`config.mk`:
```
export PLATFORM = sky130hd
export DESIGN_NAME = rom_reader
export DESIGN_NICKNAME = d
export VERILOG_FILES = /design/src/rtl/rom_reader.sv
export SDC_FILE = /design/constraint.sdc
export NUM_CORES = 1
export LEC_CHECK = 0
export ABC_AREA = 1
export CORE_UTILIZATION = 37
export DETAILED_ROUTE_END_ITERATION = 12
export HOLD_SLACK_MARGIN = 0.02
export PLACE_DENSITY = 0.58
export SLEW_MARGIN = 20
export SYNTH_ARGS = -nofsm -noshare
export SYNTH_HDL_FRONTEND = slang
export SYNTH_SLANG_ARGS = --single-unit
```
`constraint.sdc`:
```
create_clock -name clk -period 2.1 [get_ports clk]
set_clock_uncertainty 0.1 [all_clocks]
set_input_delay 0.21 -clock clk [delete_from_list [all_inputs] [get_ports clk]]
set_output_delay 0.21 -clock clk [all_outputs]
set_load 0.02 [all_outputs]
```
`src/rtl/rom_reader.sv`:
```
// rom_reader: burst reader for an asynchronous parallel ROM with a fixed access wait,
// handing each captured word to a valid/ready consumer with back-pressure.
module rom_reader #(
   parameter int AWIDTH      = 16,
   parameter int DWIDTH      = 8,
   parameter int WAIT_CYCLES = 5
) (
   input  logic              clk,
   input  logic              reset,
   input  logic              cmd_valid,
   output logic              cmd_ready,
   input  logic [AWIDTH-1:0] cmd_addr,
   input  logic [7:0]        cmd_len,
   output logic              rd_valid,
   input  logic              rd_ready,
   output logic [DWIDTH-1:0] rd_data,
   output logic              rd_last,
   output logic              busy,
   output logic [AWIDTH-1:0] Address,
   input  logic [DWIDTH-1:0] Data,
   output logic              _CS,
   output logic              _OE
);
   localparam logic [7:0] RELOAD = 8'(WAIT_CYCLES - 1);
   typedef enum logic [1:0] {IDLE, ACCESS, DRAIN} state_t;
   state_t state, state_nx;
   logic [7:0] cnt;
   logic [8:0] rem;
   logic accept, expiry, pop, capture, final_word;
   always_comb begin
      accept     = state == IDLE && cmd_valid;
      expiry     = state == ACCESS && cnt == 8'd0;
      pop        = rd_valid && rd_ready;
      capture    = expiry && (!rd_valid || rd_ready);
      final_word = rem == 9'd1;
      state_nx   = state;
      case (state)
         IDLE:    state_nx = accept ? ACCESS : IDLE;
         ACCESS:  state_nx = (capture && final_word) ? DRAIN : ACCESS;
         DRAIN:   state_nx = pop ? IDLE : DRAIN;
         default: state_nx = IDLE;
      endcase
   end
   assign cmd_ready = state == IDLE;
   assign busy      = state != IDLE;
   always_ff @(posedge clk or posedge reset) begin
      if (reset) state <= IDLE;
      else       state <= state_nx;
   end
   always_ff @(posedge clk or posedge reset) begin
      if (reset) begin
         Address  <= '0;
         _CS      <= 1'b1;
         _OE      <= 1'b1;
         cnt      <= 8'd0;
         rem      <= 9'd0;
         rd_data  <= '0;
         rd_valid <= 1'b0;
         rd_last  <= 1'b0;
      end else begin
         if (accept) begin
            Address <= cmd_addr;
            _CS     <= 1'b0;
            _OE     <= 1'b0;
            cnt     <= RELOAD;
            rem     <= (cmd_len == 8'd0) ? 9'd256 : {1'b0, cmd_len};
         end
         // an expired counter parks at 0, which is also the stall condition
         if (state == ACCESS && !capture)
            cnt <= (cnt == 8'd0) ? 8'd0 : cnt - 8'd1;
         if (capture) begin
            rd_data  <= Data;
            rd_valid <= 1'b1;
            rd_last  <= final_word;
            rem      <= rem - 9'd1;
            if (final_word) begin
               _CS <= 1'b1;
               _OE <= 1'b1;
            end else begin
               Address <= Address + AWIDTH'(1);
               cnt     <= RELOAD;
            end
         end else if (pop) begin
            rd_valid <= 1'b0;
            rd_last  <= 1'b0;
         end
      end
   end
endmodule

```
==> results of run 1 <==
[kinds of logic (layout without fill, tap and decap cells)]
kind of cell / after synthesis / count (layout) / share of synthesized area, %
adders and majority gates: 4 / 4 / 1.71
buffers and inverters: 44 / 115 / 7.26
DFF: 47 / 47 / 40.3
and+or+nand+nor: 236 / 236 / 36.9
xor gates and xnor gates: 21 / 21 / 6.28
AOI/OAI and AO/OA: 35 / 35 / 7.61
[layout by cell type (no fill, tap or decap), types with 5 or more instances in the layout]
master / instances
nor2_4: 5
o21ai_0: 20
inv_1: 32
nand2_1: 152
clkdlybuf4s50_1: 65
o21ai_2: 12
nand3_1: 21
nand4_1: 8
nor2_1: 28
clkbuf_8: 6
nor2_2: 5
xor2_1: 17
dfrtp_1: 45
[cell type report]
class	instances	area (um^2)
clock inverters	2	38.8
multi-input cells	296	1540
well taps	102	128
flip-flops and latches	47	1180
inverters	36	139
fillers	792	3860
repair buffers	71	721
clock buffers	6	82.6
[synthesized netlist by cell type (3+ instances only)]
master | number | area share, %
buf_6 | 5 | 1.9
dfrtp_1 | 45 | 38
ha_1 | 4 | 1.7
inv_1 | 33 | 4.2
nand2_1 | 152 | 19
nand2_2 | 3 | 0.64
nand3_1 | 21 | 3.6
nand4_1 | 8 | 1.7
nor2_1 | 28 | 3.6
nor2_2 | 5 | 1.1
nor2_4 | 5 | 1.9
nor3_1 | 3 | 0.51
o21ai_0 | 20 | 3.4
o21ai_2 | 12 | 3.6
xnor2_1 | 4 | 1.2
xor2_1 | 17 | 5.1
[layer usage]
layer,share of wire [%],up-vias
li1,-,1356
met1,46,1182
met2,48,61
met3,4.9,4
met4,1.2,0
met5,0,-
[sequential cells by signal, summed over array words and instances (netlist names)]
register and count:
Address 16, _CS 1, _OE 1, cnt 8
rd_data 8, rd_last 1, rd_valid 1, rem 9
state 2
[worst paths after layout]
check | startpoint | to | slack (ns) | cells after the start
min in group clk | Data[4] | rd_data[4] | 0.33 | 3
worst max register to register | cnt[1] | cnt[7] | 0.31 | 9
max in group asynchronous | reset | cnt[0] | 1.27 | 3
worst min-delay path | reset | rd_data[7] | 0.11 | 2
worst max-delay path | state[1] | cmd_ready | 0.20 | 2
worst min register to register | _CS | _CS | 0.37 | 2
[stage by stage]
step | instance area, um^2 | utilization (%) | total power [uW]
global route | 3820 | 49.7 | 5700
detailed placement | 3700 | 48.2 | 4560
finish | 3820 | 49.7 | 5240
global placement | 3700 | 48.2 | 4520
CTS | 3820 | 49.7 | 5300
floorplan | 2930 | - | 3600
[where the power goes]
group	internal (uW)	switching (uW)	total (uW)
logic	1190	1580	2770
clock network	392	328	720
registers	1310	434	1750
total	2900	2340	5240
==> impl_metrics.json, run 1 <==
{
  "global_routing_met3_resource_utilization_pct": 3.18,
  "period_needed_ns": 1.90,
  "final_layout_size_suffix_gt1_share_pct": 11.6,
  "hp-class": "in2async",
  "grt.overflow.total": 0,
  "detailedRoute.firstIterationViolations": 62,
  "detail_route.drc_violations": 0,
  "stdcell_count": 560,
  "worst_slew_pin_slew_ns": 0.432,
  "edff_count_synth": 0,
  "average_wire_length_per_cell_after_detail_routing_um": 12.0,
  "worst_path_largest_cell_delay_ns": 0.62,
  "synthesized_instance_count": 387,
  "gpl_congestion": 0.816,
  "grt_first_pass_wirelength_um": 11500,
  "cp_cell_sequence": "nor2_4 -> clkdlybuf4s50_1",
  "startpoint_type_of_the_worst_setup_path": "flop",
  "chipHeight_um": 91.0,
  "cts.clk_slew.worst_paths_ns": 0.09,
  "ys_seq_elements": 47,
  "clock_tree.htree_level_count": 2,
  "hpwlAfterDp_um": 4980,
  "met2_routing_resource_usage_after_global_routing_pct": 29.4,
  "portion_of_the_post_synthesis_area_used_by_sequential_elements_pct": 40.3,
  "number_of_warnings_issued_by_yosys": 0,
  "smallest_hold_slack_ns": 0.115,
  "timing.final.hold_violations": 0,
  "totalNegativeSetupSlack_ns": 0,
  "syn-mean-instance-area_um2": 7.57,
  "boundaryPins": 66,
  "fp-row-count": 32,
  "grt_util_met1_pct": 22.7,
  "postSynthNetCount": 427,
  "timing.critical_path.fanout_max": 3,
  "synth.cell_area_mm2": 0.00293,
  "yosys_most_used_dff": "dfrtp_1",
  "maxSlewHeadroom_pct": 71.1,
  "p_per_area_mw_per_mm2": 1370,
  "timing.max_cap.violations": 0,
  "grt_start_max_net_pins": 38,
  "tritoncts": "built",
  "post_cts_resize_count": 0,
  "cts-hold-fix-buffers": 0,
  "cts_buffers": 5,
  "viasPerCell": 4.65,
  "firstDrtPassIters": 4,
  "finalNetCount": 497,
  "initial_core_util_pct": 38.1,
  "async_flop_share_pct": 100,
  "cpMaxStageDelayCell": "clkdlybuf4s50_1",
  "worstPathBufferInverterCount": 1,
  "reported_leakage_power_uw": 0.00184,
  "post-place-ws_ns": 0.229,
  "worst_setup_path_end_kind": "output pin",
  "peakVddDrop_v": 0.000583,
  "syn_to_final_growth_pct": 30.6,
  "cts_setup_buffers": 0,
  "postRouteAntennaNets": 0,
  "ratio_of_final_minimum_period_to_clock_period_pct": 90.4,
  "clock.fmax_ghz": 0.527,
  "cp.required_ns": 1.79,
  "timing.final.max_slew_violations": 0,
  "clock_path_buffers": 2,
  "globalRoute.busiestLayer": "met2",
  "coreArea_mm2": 0.00769,
  "clkLatencyLatePin_ns": 0.31,
  "cp_data_arrival_time_ns": 1.59,
  "cp_top_family": "buffers and inverters",
  "dieWidth_um": 91.0,
  "port-buffer-count": 65,
  "insertedDiodeCount": 0,
  "grt_util_all_layers_pct": 17.3,
  "routed_wirelength_um": 6700,
  "antenna_found_initial": 0,
  "rsz_0062_raised_after_global_routing": "false",
  "cts_sinks": 47,
  "inst_count_dp": 552,
  "outcome": "finished clean",
  "netlist-cell-type-count": 34,
  "grt_pass1_vias": 2479,
  "vias": 2603,
  "setup_slack_ns": 0.202,
  "timing.final.setup_violations": 0,
  "dieArea_mm2": 0.00827,
  "clk_root_buffer_cell": "clkbuf_8",
  "setup.worst_path.class": "reg2out"
}
(Power assumes the default switching activity.)
==> run 2, diff against run 1 <==
--- a/constraint.sdc
+++ b/constraint.sdc
@@ -4,2 +4,2 @@
 set_output_delay 0.21 -clock clk [all_outputs]
-set_load 0.02 [all_outputs]
+set_load 0.1 [all_outputs]
==> impl_metrics.json, run 2 (synthesis results as in run 1) <==
{
  "finalNetCount": 494,
  "startpoint_type_of_the_worst_setup_path": "flop",
  "worst_path_largest_cell_delay_ns": 0.38,
  "grt_util_all_layers_pct": 17.4,
  "fp-row-count": 32,
  "timing.final.max_slew_violations": 0,
  "grt.overflow.total": 0,
  "layout_commonest_cell": "nand2_1",
  "outcome": "finished clean",
  "vias": 2585,
  "layout.cells.most_common_list": "152 x nand2_1, 43 x dfrtp_1, 35 x clkdlybuf4s50_1, 32 x inv_1, 29 x buf_4",
  "boundaryPins": 66,
  "dieArea_mm2": 0.00827,
  "cts_buffers": 5,
  "post-place-ws_ns": 0.156,
  "worst_setup_path_end_kind": "flop",
  "insertedDiodeCount": 0,
  "largest-register": "Address",
  "largest_register_ff_count": 16,
  "grt_start_max_net_pins": 38,
  "largestRegisters": "Address x16, rem x9",
  "clock_tree.htree_level_count": 2,
  "viasPerCell": 4.64,
  "average_wire_length_per_cell_after_detail_routing_um": 12.2,
  "path_common_cell": "nand2_1",
  "clk_root_buffer_cell": "clkbuf_8",
  "chipHeight_um": 91.0,
  "clock_path_buffers": 2,
  "grt_pass1_vias": 2484,
  "cts_sinks": 47,
  "cts.clk_slew.worst_paths_ns": 0.09,
  "cpMaxStageDelayCell": "dfrtp_1",
  "timing.final.setup_violations": 0,
  "setup.worst_path.class": "reg2reg",
  "tritoncts": "built",
  "setup_slack_ns": 0.248,
  "detail_route.drc_violations": 0,
  "clock.fmax_ghz": 0.540,
  "cp.required_ns": 2.19,
  "gpl_congestion": 0.792,
  "hpwlAfterDp_um": 5060,
  "routed_wirelength_um": 6820,
  "cp_cell_sequence": "inv_1 -> ha_1 -> nand2_2 -> nor2_4 -> nand3_4 -> nand2_1 -> inv_2 -> nand2_1 -> nand3_1",
  "initial_core_util_pct": 38.1,
  "post_cts_resize_count": 0,
  "postRouteAntennaNets": 0,
  "port-buffer-count": 65,
  "syn_to_final_growth_pct": 27.7,
  "coreArea_mm2": 0.00769,
  "cp_data_arrival_time_ns": 1.94,
  "ratio_of_final_minimum_period_to_clock_period_pct": 88.2,
  "timing.max_cap.violations": 0,
  "cts-hold-fix-buffers": 0,
  "detailedRoute.firstIterationViolations": 106,
  "maxSlewHeadroom_pct": 74.3,
  "rsz_0062_raised_after_global_routing": "false",
  "timing.critical_path.fanout_max": 14,
  "totalNegativeSetupSlack_ns": 0,
  "clkLatencyLatePin_ns": 0.30,
  "final_layout_size_suffix_gt1_share_pct": 17.6,
  "timing.final.hold_violations": 0,
  "cts_setup_buffers": 0,
  "hp-class": "in2async",
  "worstRegToRegCells": 9,
  "antenna_found_initial": 0,
  "dieWidth_um": 91.0,
  "grt_first_pass_wirelength_um": 11700,
  "period_needed_ns": 1.85,
  "worst_slew_pin_slew_ns": 0.385,
  "final.fill_count": 824,
  "firstDrtPassIters": 4
}
==> run 2: final cells by class <==
| cell class | instances | area [um^2] | area share, % |
|---|---|---|---|
| timing repair buffer | 68 | 648 | 17.3 |
| multi-input combinational | 296 | 1540 | 41.1 |
| tap | 102 | 128 | 3.41 |
| clock buffer | 7 | 76.3 | 2.04 |
| inverter | 36 | 139 | 3.71 |
| clock inverter | 1 | 30.0 | 0.803 |
| sequential | 47 | 1180 | 31.6 |
==> run 2: per-layer routing <==
layer  GRT usage (%)  share of wire [%]  wire [um]  up-vias
met5               0                  0          0        -
met4            3.84               0.67         46        0
met3            2.93                3.5        236        4
met2            28.2                 47       3170       43
met1            24.2                 49       3360     1184
li1                -                  -          -     1354
==> run 2: final timing paths <==
check,startpoint,to,slack (ns)
max,cnt[0],rem[1],0.25
min,reset,rd_data[0],0.10
max reg2reg,cnt[0],rem[1],0.25
min reg2reg,_CS,_CS,0.38
max in group asynchronous,reset,Address[0],1.29
min in group clk,Data[2],rd_data[2],0.34
==> run 2: metrics by stage <==
step	cell area, um^2	hold WS [ns]	cells	utilization, %
2_1_floorplan	2930	0.220	387	-
6_report	3740	0.100	557	48.6
3_5_place_dp	3630	0.366	549	47.2
4_1_cts	3740	0.102	557	48.6
5_1_grt	3740	0.144	557	48.6
3_3_place_gp	3630	0.361	549	47.2
==> run 2: worst max-delay path, delay by kind of cell, from the launching register on <==
kind          cells  cell delay [ns]
simple gates      6             0.79
buf+inv           2             0.20
fa+ha+maj         1             0.26
flops             1             0.38
Power of run 2 is not shown: default switching activity piles up to over one toggle a cycle in this logic, so the estimate is an artifact.
==> run 3, diff against run 2 <==
clock period = 2.19 ns   (was 2.1 ns; I/O delays follow)
==> impl_metrics.json, run 3 (synthesis results as in run 1) <==
{
  "post-place-ws_ns": 0.303,
  "rsz_0062_raised_after_global_routing": "false",
  "cp_cell_sequence": "inv_1 -> ha_1 -> nand2_2 -> nor2_4 -> nand3_4 -> nand2_1 -> inv_2 -> nand2_1 -> nand3_1",
  "grt.overflow.total": 0,
  "average_wire_length_per_cell_after_detail_routing_um": 12.0,
  "cts.clk_slew.worst_paths_ns": 0.10,
  "detail_route.drc_violations": 0,
  "path_common_cell": "nand2_1",
  "largest_register_ff_count": 16,
  "clock.fmax_ghz": 0.546,
  "firstDrtPassIters": 4,
  "layout.cells.most_common_list": "152 x nand2_1, 45 x dfrtp_1, 35 x clkdlybuf4s50_1, 32 x inv_1, 31 x buf_4",
  "hpwlAfterDp_um": 4940,
  "setup_slack_ns": 0.359,
  "timing.final.max_slew_violations": 0,
  "grt_first_pass_wirelength_um": 11700,
  "insertedDiodeCount": 0,
  "dieWidth_um": 91.0,
  "setup.worst_path.class": "reg2reg",
  "layout_commonest_cell": "nand2_1",
  "cp.required_ns": 2.28,
  "antenna_found_initial": 0,
  "boundaryPins": 66,
  "multi_input_comb_area_mm2": 0.00154,
  "timing.max_cap.violations": 0,
  "final_layout_size_suffix_gt1_share_pct": 17.6,
  "met2RoutedLength_um": 3190,
  "outcome": "finished clean",
  "fp-row-count": 32,
  "final.fill_count": 801,
  "cts_buffers": 5,
  "worst_slew_pin_slew_ns": 0.362,
  "hp-class": "in2async",
  "clock_path_buffers": 2,
  "initial_core_util_pct": 38.1,
  "routedLengthMet1_um": 3180,
  "startpoint_type_of_the_worst_setup_path": "flop",
  "cpMaxStageDelayCell": "dfrtp_1",
  "worst_path_largest_cell_delay_ns": 0.39,
  "chipHeight_um": 91.0,
  "dieArea_mm2": 0.00827,
  "cp_data_arrival_time_ns": 1.92,
  "largest-register": "Address",
  "vias": 2605,
  "finalNetCount": 494,
  "cts-hold-fix-buffers": 0,
  "largestRegisters": "Address x16, rem x9",
  "final-seq-area_mm2": 0.00118,
  "timing.critical_path.fanout_max": 14,
  "routed_wirelength_um": 6700,
  "timing.final.setup_violations": 0,
  "timing.final.hold_violations": 0,
  "gpl_congestion": 0.830,
  "clock_tree.htree_level_count": 2,
  "clk_root_buffer_cell": "clkbuf_8",
  "worst_setup_path_end_kind": "flop",
  "totalNegativeSetupSlack_ns": 0,
  "port-buffer-count": 65,
  "viasPerCell": 4.68,
  "tritoncts": "built",
  "grt_util_all_layers_pct": 17.5,
  "coreArea_mm2": 0.00769,
  "clkLatencyLatePin_ns": 0.31,
  "syn_to_final_growth_pct": 27.1,
  "cts_setup_buffers": 0,
  "cts_sinks": 47,
  "period_needed_ns": 1.83,
  "top_signal_layer_used": "met4",
  "detailedRoute.firstIterationViolations": 119,
  "postRouteAntennaNets": 0,
  "grt_pass1_vias": 2505,
  "met3_length_um": 285,
  "ratio_of_final_minimum_period_to_clock_period_pct": 83.6,
  "maxSlewHeadroom_pct": 75.7,
  "post_cts_resize_count": 0,
  "grt_start_max_net_pins": 38
}
## run 3: changes by cell type in the layout (fill, tap and decap cells not counted)
cell	previous run	this run
dfrtp_2	2	0
inv_6	0	1
buf_4	29	31
dfrtp_1	43	45
clkbuf_1	2	0
buf_12	4	2
clkinv_4	0	1
## run 3: metal layers
metal,GRT usage (%),vias up
met2,29.4,60
met4,3.97,0
met5,0,-
li1,-,1358
met3,3.18,4
met1,23.4,1183
## run 3: layout make-up
class | instances | share of cell area, %
clock inverters | 3 | 1.28
multi-input cells | 296 | 41.3
well taps | 102 | 3.43
inverters | 36 | 3.73
repair buffers | 68 | 16.7
clock buffers | 5 | 1.85
flip-flops and latches | 47 | 31.7
## run 3: metrics by stage
stage | area, um^2 | instances | hold slack [ns] | util [%]
6_report | 3720 | 557 | 0.0857 | 48.4
5_1_grt | 3720 | 557 | 0.122 | 48.4
4_1_cts | 3720 | 557 | 0.0939 | 48.4
3_5_place_dp | 3600 | 549 | 0.359 | 46.9
3_3_place_gp | 3600 | 549 | 0.359 | 46.9
2_1_floorplan | 2930 | 387 | 0.229 | -
## run 3: critical path: cells and delay by family, from the launching register on
family,cells,cell delay (ns)
AND/OR/NAND/NOR,6,0.78
flip-flops,1,0.39
adder cells (fa/ha/maj),1,0.27
buffers and inverters,2,0.19
## run 3: worst paths after layout
check                              from  cells after the start  slack [ns]         end
worst min register to register      _OE                      2        0.37         _OE
worst max-delay path             cnt[0]                      9        0.36      rem[1]
max in group asynchronous         reset                      3        1.33         _OE
min in group clk                Data[4]                      3        0.34  rd_data[4]
worst max register to register   cnt[0]                      9        0.36      rem[1]
worst min-delay path              reset                      2        0.09  rd_data[7]
Power of run 3 is left out for the same reason.
